**src/rtl/event_unit_pkg.sv**
```systemverilog
// Shared definitions for the APB priority service unit: register offsets,
// FSM state encoding and ACK word layout.
package event_unit_pkg;

  localparam logic [4:0] OFS_ENABLE  = 5'h00;
  localparam logic [4:0] OFS_PENDING = 5'h04;
  localparam logic [4:0] OFS_SET     = 5'h08;
  localparam logic [4:0] OFS_CLEAR   = 5'h0C;
  localparam logic [4:0] OFS_ACK     = 5'h10;
  localparam logic [4:0] OFS_STATUS  = 5'h14;
  localparam logic [4:0] OFS_TYPE    = 5'h18;

  localparam int ACK_VLD_BIT = 31;

  typedef enum logic {
    ST_IDLE,
    ST_SERVING
  } state_e;

endpackage

```
**src/rtl/event_prio_enc.sv**
```systemverilog
// Highest-index-wins priority encoder over the pending lines; purely combinational.
module event_prio_enc #(
  parameter int NUM_LINES = 32,
  localparam int ID_W = (NUM_LINES > 1) ? $clog2(NUM_LINES) : 1
) (
  input  logic [NUM_LINES-1:0] req_i,
  output logic [ID_W-1:0]      idx_o,
  output logic                 any_o
);

  always_comb begin
    idx_o = '0;
    for (int i = 0; i < NUM_LINES; i++) begin
      if (req_i[i]) idx_o = ID_W'(i);
    end
  end

  assign any_o = |req_i;

endmodule

```
**src/rtl/apb_priority_service_unit.sv**
```systemverilog
// APB event/interrupt unit: latches enabled lines into PENDING and claims the highest one into ACK.
// Optional TYPE register and edge detection are built only with EVENT_UNIT_EDGE_DETECT_EN.
module apb_priority_service_unit
  import event_unit_pkg::*;
#(
  parameter int APB_ADDR_WIDTH = 12,
  parameter int NUM_LINES      = 32,
  localparam int ID_W = (NUM_LINES > 1) ? $clog2(NUM_LINES) : 1
) (
  input  logic                      HCLK,
  input  logic                      HRESETn,
  input  logic [APB_ADDR_WIDTH-1:0] PADDR,
  input  logic [31:0]               PWDATA,
  input  logic                      PWRITE,
  input  logic                      PSEL,
  input  logic                      PENABLE,
  output logic [31:0]               PRDATA,
  output logic                      PREADY,
  output logic                      PSLVERR,
  input  logic [NUM_LINES-1:0]      signal_i,
  input  logic                      core_sleeping_i,
  output logic                      irq_o,
  output logic [ID_W-1:0]           irq_id_o
);

  logic [NUM_LINES-1:0] en_q, en_d, pend_q, pend_d, cond, wdat;
  logic [ID_W-1:0]      ack_id_q, ack_id_d, top_id;
  logic                 ack_vld_q, ack_vld_d, top_any;
  state_e               state_q, state_d;
  logic                 access, mapped, err, wr, rd;
  logic [4:0]           ofs;
  logic [31:0]          ack_word;
  logic                 unused_bits;

  assign access      = PSEL && PENABLE;
  assign ofs         = {PADDR[4:2], 2'b00};
  assign wdat        = PWDATA[NUM_LINES-1:0];
  assign unused_bits = ^{PADDR[1:0], PWDATA};

`ifdef EVENT_UNIT_EDGE_DETECT_EN
  logic [NUM_LINES-1:0] type_q, type_d, hist_q;

  // TYPE=1 lines fire only on a rising transition against last cycle's sample
  assign cond = (type_q & signal_i & ~hist_q) | (~type_q & signal_i);

  always_ff @(posedge HCLK or negedge HRESETn) begin
    if (!HRESETn) begin
      type_q <= '0;
      hist_q <= '0;
    end else begin
      type_q <= type_d;
      hist_q <= signal_i;
    end
  end

  always_comb begin
    type_d = type_q;
    if (wr && ofs == OFS_TYPE) type_d = wdat;
  end
`else
  assign cond = signal_i;
`endif

  always_comb begin
    case (ofs)
      OFS_ENABLE, OFS_PENDING, OFS_SET, OFS_CLEAR, OFS_ACK, OFS_STATUS: mapped = 1'b1;
`ifdef EVENT_UNIT_EDGE_DETECT_EN
      OFS_TYPE: mapped = 1'b1;
`endif
      default: mapped = 1'b0;
    endcase
  end

  assign err = access && (!mapped || (|PADDR[APB_ADDR_WIDTH-1:5]));
  assign wr  = access && PWRITE && !err;
  assign rd  = access && !PWRITE && !err;

  event_prio_enc #(.NUM_LINES(NUM_LINES)) u_prio (
    .req_i (pend_q),
    .idx_o (top_id),
    .any_o (top_any)
  );

  // Update order matters: write, CLEAR, SET, claim, then capture has the last word
  always_comb begin
    en_d      = en_q;
    pend_d    = pend_q;
    state_d   = state_q;
    ack_vld_d = ack_vld_q;
    ack_id_d  = ack_id_q;
    if (wr && ofs == OFS_ENABLE)  en_d   = wdat;
    if (wr && ofs == OFS_PENDING) pend_d = wdat;
    if (wr && ofs == OFS_CLEAR)   pend_d = pend_d & ~wdat;
    if (wr && ofs == OFS_SET)     pend_d = pend_d | wdat;
    case (state_q)
      ST_IDLE: begin
        if (top_any) begin
          state_d   = ST_SERVING;
          ack_vld_d = 1'b1;
          ack_id_d  = top_id;
          pend_d    = pend_d & ~(NUM_LINES'(1) << top_id);
        end
      end
      ST_SERVING: begin
        if (rd && ofs == OFS_ACK) begin
          state_d   = ST_IDLE;
          ack_vld_d = 1'b0;
          ack_id_d  = '0;
        end
      end
      default: state_d = ST_IDLE;
    endcase
    pend_d = pend_d | (en_q & cond);
  end

  always_ff @(posedge HCLK or negedge HRESETn) begin
    if (!HRESETn) begin
      en_q      <= '0;
      pend_q    <= '0;
      state_q   <= ST_IDLE;
      ack_vld_q <= 1'b0;
      ack_id_q  <= '0;
    end else begin
      en_q      <= en_d;
      pend_q    <= pend_d;
      state_q   <= state_d;
      ack_vld_q <= ack_vld_d;
      ack_id_q  <= ack_id_d;
    end
  end

  always_comb begin
    ack_word              = 32'(ack_id_q);
    ack_word[ACK_VLD_BIT] = ack_vld_q;
  end

  always_comb begin
    PRDATA = '0;
    if (rd) begin
      case (ofs)
        OFS_ENABLE:  PRDATA = 32'(en_q);
        OFS_PENDING: PRDATA = 32'(pend_q);
        OFS_ACK:     PRDATA = ack_word;
        OFS_STATUS:  PRDATA = {state_q == ST_SERVING, |pend_q, 30'b0};
`ifdef EVENT_UNIT_EDGE_DETECT_EN
        OFS_TYPE:    PRDATA = 32'(type_q);
`endif
        default:     PRDATA = '0;
      endcase
    end
  end

  assign PREADY   = 1'b1;
  assign PSLVERR  = err;
  assign irq_o    = (|pend_q) | ((state_q == ST_SERVING) & core_sleeping_i);
  assign irq_id_o = ack_id_q;

endmodule

```
**config.mk**
```make
export PLATFORM = sky130hd
export DESIGN_NAME = apb_priority_service_unit
export DESIGN_NICKNAME = d
export VERILOG_FILES = /design/src/rtl/event_unit_pkg.sv /design/src/rtl/event_prio_enc.sv /design/src/rtl/apb_priority_service_unit.sv
export SDC_FILE = /design/constraint.sdc
export NUM_CORES = 1
export LEC_CHECK = 0
export ABC_AREA = 1
export CAP_MARGIN = 20
export CORE_UTILIZATION = 45
export CTS_CLUSTER_SIZE = 28
export DETAILED_ROUTE_END_ITERATION = 6
export MAX_ROUTING_LAYER = met4
export PLACE_DENSITY = 0.78
export SLEW_MARGIN = 20
export SYNTH_ARGS = -nofsm -noshare
export SYNTH_HDL_FRONTEND = slang
export SYNTH_SLANG_ARGS = --single-unit
```
**constraint.sdc**
```tcl
create_clock -name HCLK -period 2.05 [get_ports HCLK]
set_input_delay 0.41 -clock HCLK [delete_from_list [all_inputs] [get_ports HCLK]]
set_output_delay 0.41 -clock HCLK [all_outputs]
set_load 0.02 [all_outputs]
```
==> impl_metrics.tcl, run 1 <==
set metrics [dict create \
    timing.fmax_mhz 351.5 \
    cts.clk_slew.worst_paths_ps 80 \
    async_flop_share 1.000 \
    holdWs_ps 62.30 \
    end_kind "register" \
    grt_pass1_wl_mm 27.16 \
    gp_congestion 0.9133 \
    synth_warnings 0 \
    start_util 0.4703 \
    die_area_mm2 0.01072 \
    port_buffers 118 \
    hold_class "input port to async pin" \
    grt_remaining_overflow 0 \
    synth_area_mm2 0.004639 \
    antenna_found_initial 0 \
    synth_cells 642 \
    drive_above_1_share 0.3162 \
    clockRootBuffer "clkbuf_8" \
    postLayoutCoreUtil 0.7929 \
    max-cap-violations 0 \
    yosysSeqAreaShare 0.3830 \
    grt_max_degree 72 \
    status "finished with violations" \
    antenna_left 0 \
    vias_per_cell 5.518 \
    synthFlopType "dfrtp_1" \
    die_w_um 103.5 \
    finalCritPeriodShare 1.388 \
    pre_cts_ws_ps -902.6 \
    critPathMaxStageDelay_ps 410 \
    ir_drop_uv 416.2 \
    grt_usage 0.3294 \
    slowest_stage "dfrtp_1" \
    finalWorstSetupSlack_ps -795.1 \
    core_area_mm2 0.009864 \
    ys_ff_latch 71 \
    clk_latency_ps 360 \
    placementRows 36 \
    setup_viol 65 \
    via_count 5551 \
    cts_tree "done" \
    cts_hold_buf 0 \
    p_per_area_mw_per_mm2 563.2 \
    synth_cell_type_count 35 \
    post-dp-hpwl_mm 11.25 \
    fin_nets 951 \
    cts.sinks 71 \
    synth_edf_count 0 \
    cp-start-kind "register" \
    cp_max_fo 4 \
    syn-num-nets 724 \
    io_pins 122 \
    syn_avg_cell_area_um2 7.227 \
    arrival_ps 3100 \
    worst_ep_required_time_ps 2300 \
    fill_cells 642 \
    slew_viol_final 0 \
    p_leak_nw 3.889 \
    clockBufferDepth 2 \
    path_common_cell "nand2_1" \
    wl_per_cell_um 17.71 \
    routed_wl_mm 17.81 \
    period_needed_ps 2845 \
    skew_ps 6.196 \
    first_pass_iters 5 \
    crit_type "register to register" \
    diodes 0 \
    grt_pass1_vias 5485 \
    drc 0 \
    cts_buffers 9 \
    layout-area-overhead-vs-synth_pct 68.58 \
    die_y_um 103.5 \
    hold_violations 0 \
    fin_area_mm2 0.007821 \
    violations "setup timing" \
    rsz0062_at_grt "yes" \
    drt_iter0_markers 388 \
    placed_area_mm2 0.006799 \
    htreeDepth 3 \
]
[cell type report]
class / count / area, um2 / share of cell area
flip-flops and latches: 71 / 1777 / 0.2272
clock inverters: 5 / 50.05 / 0.006399
multi-input cells: 449 / 2925 / 0.3740
repair buffers: 244 / 2420 / 0.3094
clock buffers: 10 / 127.6 / 0.01632
inverters: 94 / 355.3 / 0.04543
well taps: 133 / 166.4 / 0.02128
[path summary, 6_finish.rpt]
kind                           start    endpoint  slack [ps]  cells after the start
hold reg to reg             en_q[19]  pend_q[19]         500                      2
min in group HCLK           en_q[19]  pend_q[19]         500                      2
max in group asynchronous    HRESETn    en_q[15]        1660                      2
hold / removal               HRESETn     en_q[2]          60                      2
setup reg to reg           pend_q[3]  pend_q[10]        -800                     35
setup / recovery           pend_q[3]  pend_q[10]        -800                     35
[synthesized netlist by cell type, types with 4 or more instances]
master	n	area, um2
nand2_1	180	675.7
inv_1	90	337.8
dfrtp_1	71	1777
a21oi_1	59	295.3
nor3_1	37	185.2
mux2i_1	32	320.3
a211oi_1	31	232.7
nand3_1	23	115.1
nor2_1	17	63.81
clkbuf_1	16	60.06
o21ai_0	13	65.06
nand4_1	10	62.56
a22o_1	8	70.07
o21bai_1	8	60.06
a31oi_1	7	43.79
buf_2	7	35.03
o22ai_1	4	25.02
[per-stage QoR]
| stage | cells | setup TNS (ps) | total power [W] |
|---|---|---|---|
| finish | 1006 | -27960 | 0.004405 |
| global route | 1006 | -39250 | 0.004606 |
| CTS | 998 | -27390 | 0.004231 |
| detailed placement | 953 | -54860 | 0.002918 |
| global placement | 953 | -52360 | 0.002891 |
| floorplan | 642 | -3968 | 0.002140 |
[power by group]
part           internal (W)  switching (W)
logic              0.000868       0.000982
clock network      0.000548       0.000544
registers           0.00144      0.0000280
[registers in the layout, indices dropped and copies added (netlist names)]
signal	cells
ack_vld_q	1
en_q	32
irq_id_o	5
pend_q	32
state_q	1
[layer usage]
| metal | part of all wire | track usage | routed length [um] | up-vias |
|---|---|---|---|---|
| met3 | 0.073 | 0.05727 | 1302 | 60 |
| met2 | 0.48 | 0.5355 | 8573 | 286 |
| li1 | - | - | - | 2591 |
| met4 | 0.034 | 0.1573 | 614 | 0 |
| met5 | 0 | - | 0 | - |
| met1 | 0.41 | 0.3977 | 7322 | 2614 |
[kinds of logic (layout without fill, tap and decap cells)]
kind of cell,Yosys count,count (layout),share of synthesized area
DFF,71,71,0.3830
other,1,1,0.0008083
muxes,32,32,0.06904
and+or+nand+nor,283,283,0.2681
buffers and inverters,122,353,0.1030
AOI/OAI and AO/OA,133,133,0.1761
[what timing repair did]
item	in CTS	in global routing
gates cloned	5	2
buffers inserted	26	15
setup endpoints to repair	71	70
pin swaps	18	32
endpoints found under the hold margin	0	0
resized for setup	261	71
[worst max-delay path: cells and delay by family, from the launching register on]
family / cells / cell delay, ps
AND/OR/NAND/NOR: 33 / 2130
flip-flops: 1 / 410
buffers and inverters: 2 / 200
[placed cells by master, fill, tap and decap left out, types with 11 or more instances in the layout]
master	Yosys	final
nand3_2	1	19
a21oi_4	0	13
inv_1	90	86
buf_12	0	13
nor2_1	17	11
a21oi_1	59	33
a21oi_2	1	14
buf_4	1	103
nor3_1	37	34
dfrtp_1	71	71
mux2i_1	32	32
clkdlybuf4s50_1	0	71
a211oi_1	31	31
nand2_1	180	173
buf_6	1	39
No activity file was read; power rests on OpenSTA's default activity.
==> run 2, diff against run 1 <==
CELL_PAD_IN_SITES_DETAIL_PLACEMENT = 2   (was unset)
CELL_PAD_IN_SITES_GLOBAL_PLACEMENT = 2   (was unset)
CORE_UTILIZATION = 24   (was 45)
PLACE_DENSITY = unset   (was 0.78)
PLACE_DENSITY_LB_ADDON = 0.1   (was unset)
==> impl_metrics.tcl, run 2 (same netlist as run 1, synthesis figures left out) <==
set metrics [dict create \
    drt_iter0_markers 176 \
    p_leak_nw 4.087 \
    multi_input_area_mm2 0.003023 \
    cts_tree "done" \
    die_w_um 141.0 \
    setup_viol 71 \
    clk_latency_ps 350 \
    grt_remaining_overflow 0 \
    cts_buffers 9 \
    grt_usage 0.2525 \
    first_pass_iters 4 \
    crit_type "register to register" \
    start_util 0.2464 \
    internal-power_w 0.003211 \
    antenna_found_initial 0 \
    final_cell_mix "nand2_1 (168), buf_4 (112), inv_1 (86)" \
    worst_ep_required_time_ps 2280 \
    cp_max_fo 5 \
    hold_violations 0 \
    slowest_stage "dfrtp_1" \
    vias_per_cell 4.887 \
    rsz0062_at_grt "yes" \
    total_power_w 0.005045 \
    pre_cts_ws_ps -1065 \
    fill_cells 2093 \
    ir_drop_uv 588.2 \
    cp_top_family "simple AND/OR/NAND/NOR gates" \
    clockBufferDepth 2 \
    regArea_mm2 0.001777 \
    htreeDepth 3 \
    p_per_area_mw_per_mm2 597.3 \
    drc 0 \
    tightestPinTransition_ps 574.9 \
    via_count 5693 \
    combinationalPowerShare 0.412 \
    status "finished with violations" \
    power_frac_clock 0.297 \
    p_sw_w 0.001834 \
    grt_max_degree 72 \
    gp_congestion 0.8245 \
    diodes 0 \
    hold_class "input port to async pin" \
    placed_area_mm2 0.007121 \
    finalCritPeriodShare 1.495 \
    timing.fmax_mhz 326.3 \
    post-dp-hpwl_mm 16.86 \
    wl_per_cell_um 21.07 \
    end_kind "register" \
    violations "setup timing" \
    path_common_cell "nand2_1" \
    layout-area-overhead-vs-synth_pct 82.04 \
    critPathMaxStageDelay_ps 400 \
    clockRootBuffer "clkbuf_16" \
    skew_ps 8.285 \
    grt_pass1_vias 6550 \
    fin_cells 1165 \
    drive_above_1_share 0.3514 \
    finalWorstSetupSlack_ps -1014 \
    postLayoutCoreUtil 0.4485 \
    cts.sinks 71 \
    period_needed_ps 3064 \
    arrival_ps 3300 \
    placementRows 50 \
    cts.clk_slew.worst_paths_ps 60 \
    p_sw_frac 0.3635 \
    max-cap-violations 0 \
    cp-start-kind "register" \
    slew_viol_final 0 \
    port_buffers 118 \
    relSlewSlack 0.6163 \
    die_area_mm2 0.01989 \
    path_buf_inv 2 \
    power_frac_seq 0.291 \
    routed_wl_mm 24.55 \
    fin_area_mm2 0.008446 \
    placed_cells 1100 \
    core_area_mm2 0.01883 \
    die_y_um 141.0 \
    grt_pass1_wl_mm 36.70 \
    io_pins 122 \
    antenna_left 0 \
    mostFrequentLayoutCell "nand2_1" \
    fin_nets 983 \
]
[run 2: changes by cell type in the layout (fill, tap and decap cells not counted), moves of 5 or more]
cell	previous run	this run
a21oi_4	13	18
buf_4	103	112
buf_6	39	64
clkbuf_16	1	10
clkbuf_8	9	1
nand2_1	173	168
[run 2: metal layers]
layer,vias to the layer above,track usage,share of wire
li1,2655,-,-
met1,2900,0.2782,0.41
met2,102,0.4580,0.54
met3,36,0.03091,0.024
met4,0,0.1076,0.027
met5,-,-,0
[run 2: final timing paths]
kind                                start    endpoint  slack (ps)  depth (start not counted)
worst max-delay path            pend_q[2]   pend_q[7]       -1010                         35
worst min-delay path              HRESETn    en_q[12]          90                          2
worst max register to register  pend_q[2]   pend_q[7]       -1010                         35
worst min register to register   en_q[22]  pend_q[22]         510                          2
max in group asynchronous         HRESETn     en_q[2]        1610                          2
min in group HCLK                en_q[22]  pend_q[22]         510                          2
[run 2: metrics by stage]
| step | TNS, ps | hold WS [ps] |
|---|---|---|
| 2_1_floorplan | -3968 | 114.4 |
| 3_3_place_gp | -63040 | 489.5 |
| 3_5_place_dp | -71830 | 491.5 |
| 4_1_cts | -38300 | 111.3 |
| 5_1_grt | -61120 | 121.1 |
| 6_report | -47870 | 90.91 |
[run 2: timing repair]
item,4_1_cts,5_1_grt
hold buffers,0,0
gates resized for setup,294,81
endpoints found under the setup margin,73,103
hold endpoints to repair,0,0
buffers inserted,31,30
cloned,0,1
pin swaps,23,30
[run 2: power by group through the flow]
stage	registers [W]	clock network, W	logic, W
floorplan	0.00149	0	0.000645
global placement	0.00149	0	0.00153
detailed placement	0.00149	0	0.00160
CTS	0.00147	0.00153	0.00187
global route	0.00147	0.00159	0.00220
finish	0.00147	0.00150	0.00208
[run 2: layout make-up]
cell class,instances,area share
Inverter,94,0.04178
Timing Repair Buffer,276,0.3200
Clock buffer,11,0.02874
Tap cell,260,0.03852
Multi-Input combinational cell,449,0.3579
Clock inverter,4,0.002667
Sequential cell,71,0.2104
[run 2: worst register-to-register path: cells and delay by family, from the launching register on]
kind                   cells  cell delay [ps]
AO/OA/AOI/OAI              1              120
buffers and inverters      2              280
flip-flops                 1              400
AND/OR/NAND/NOR           32             2140
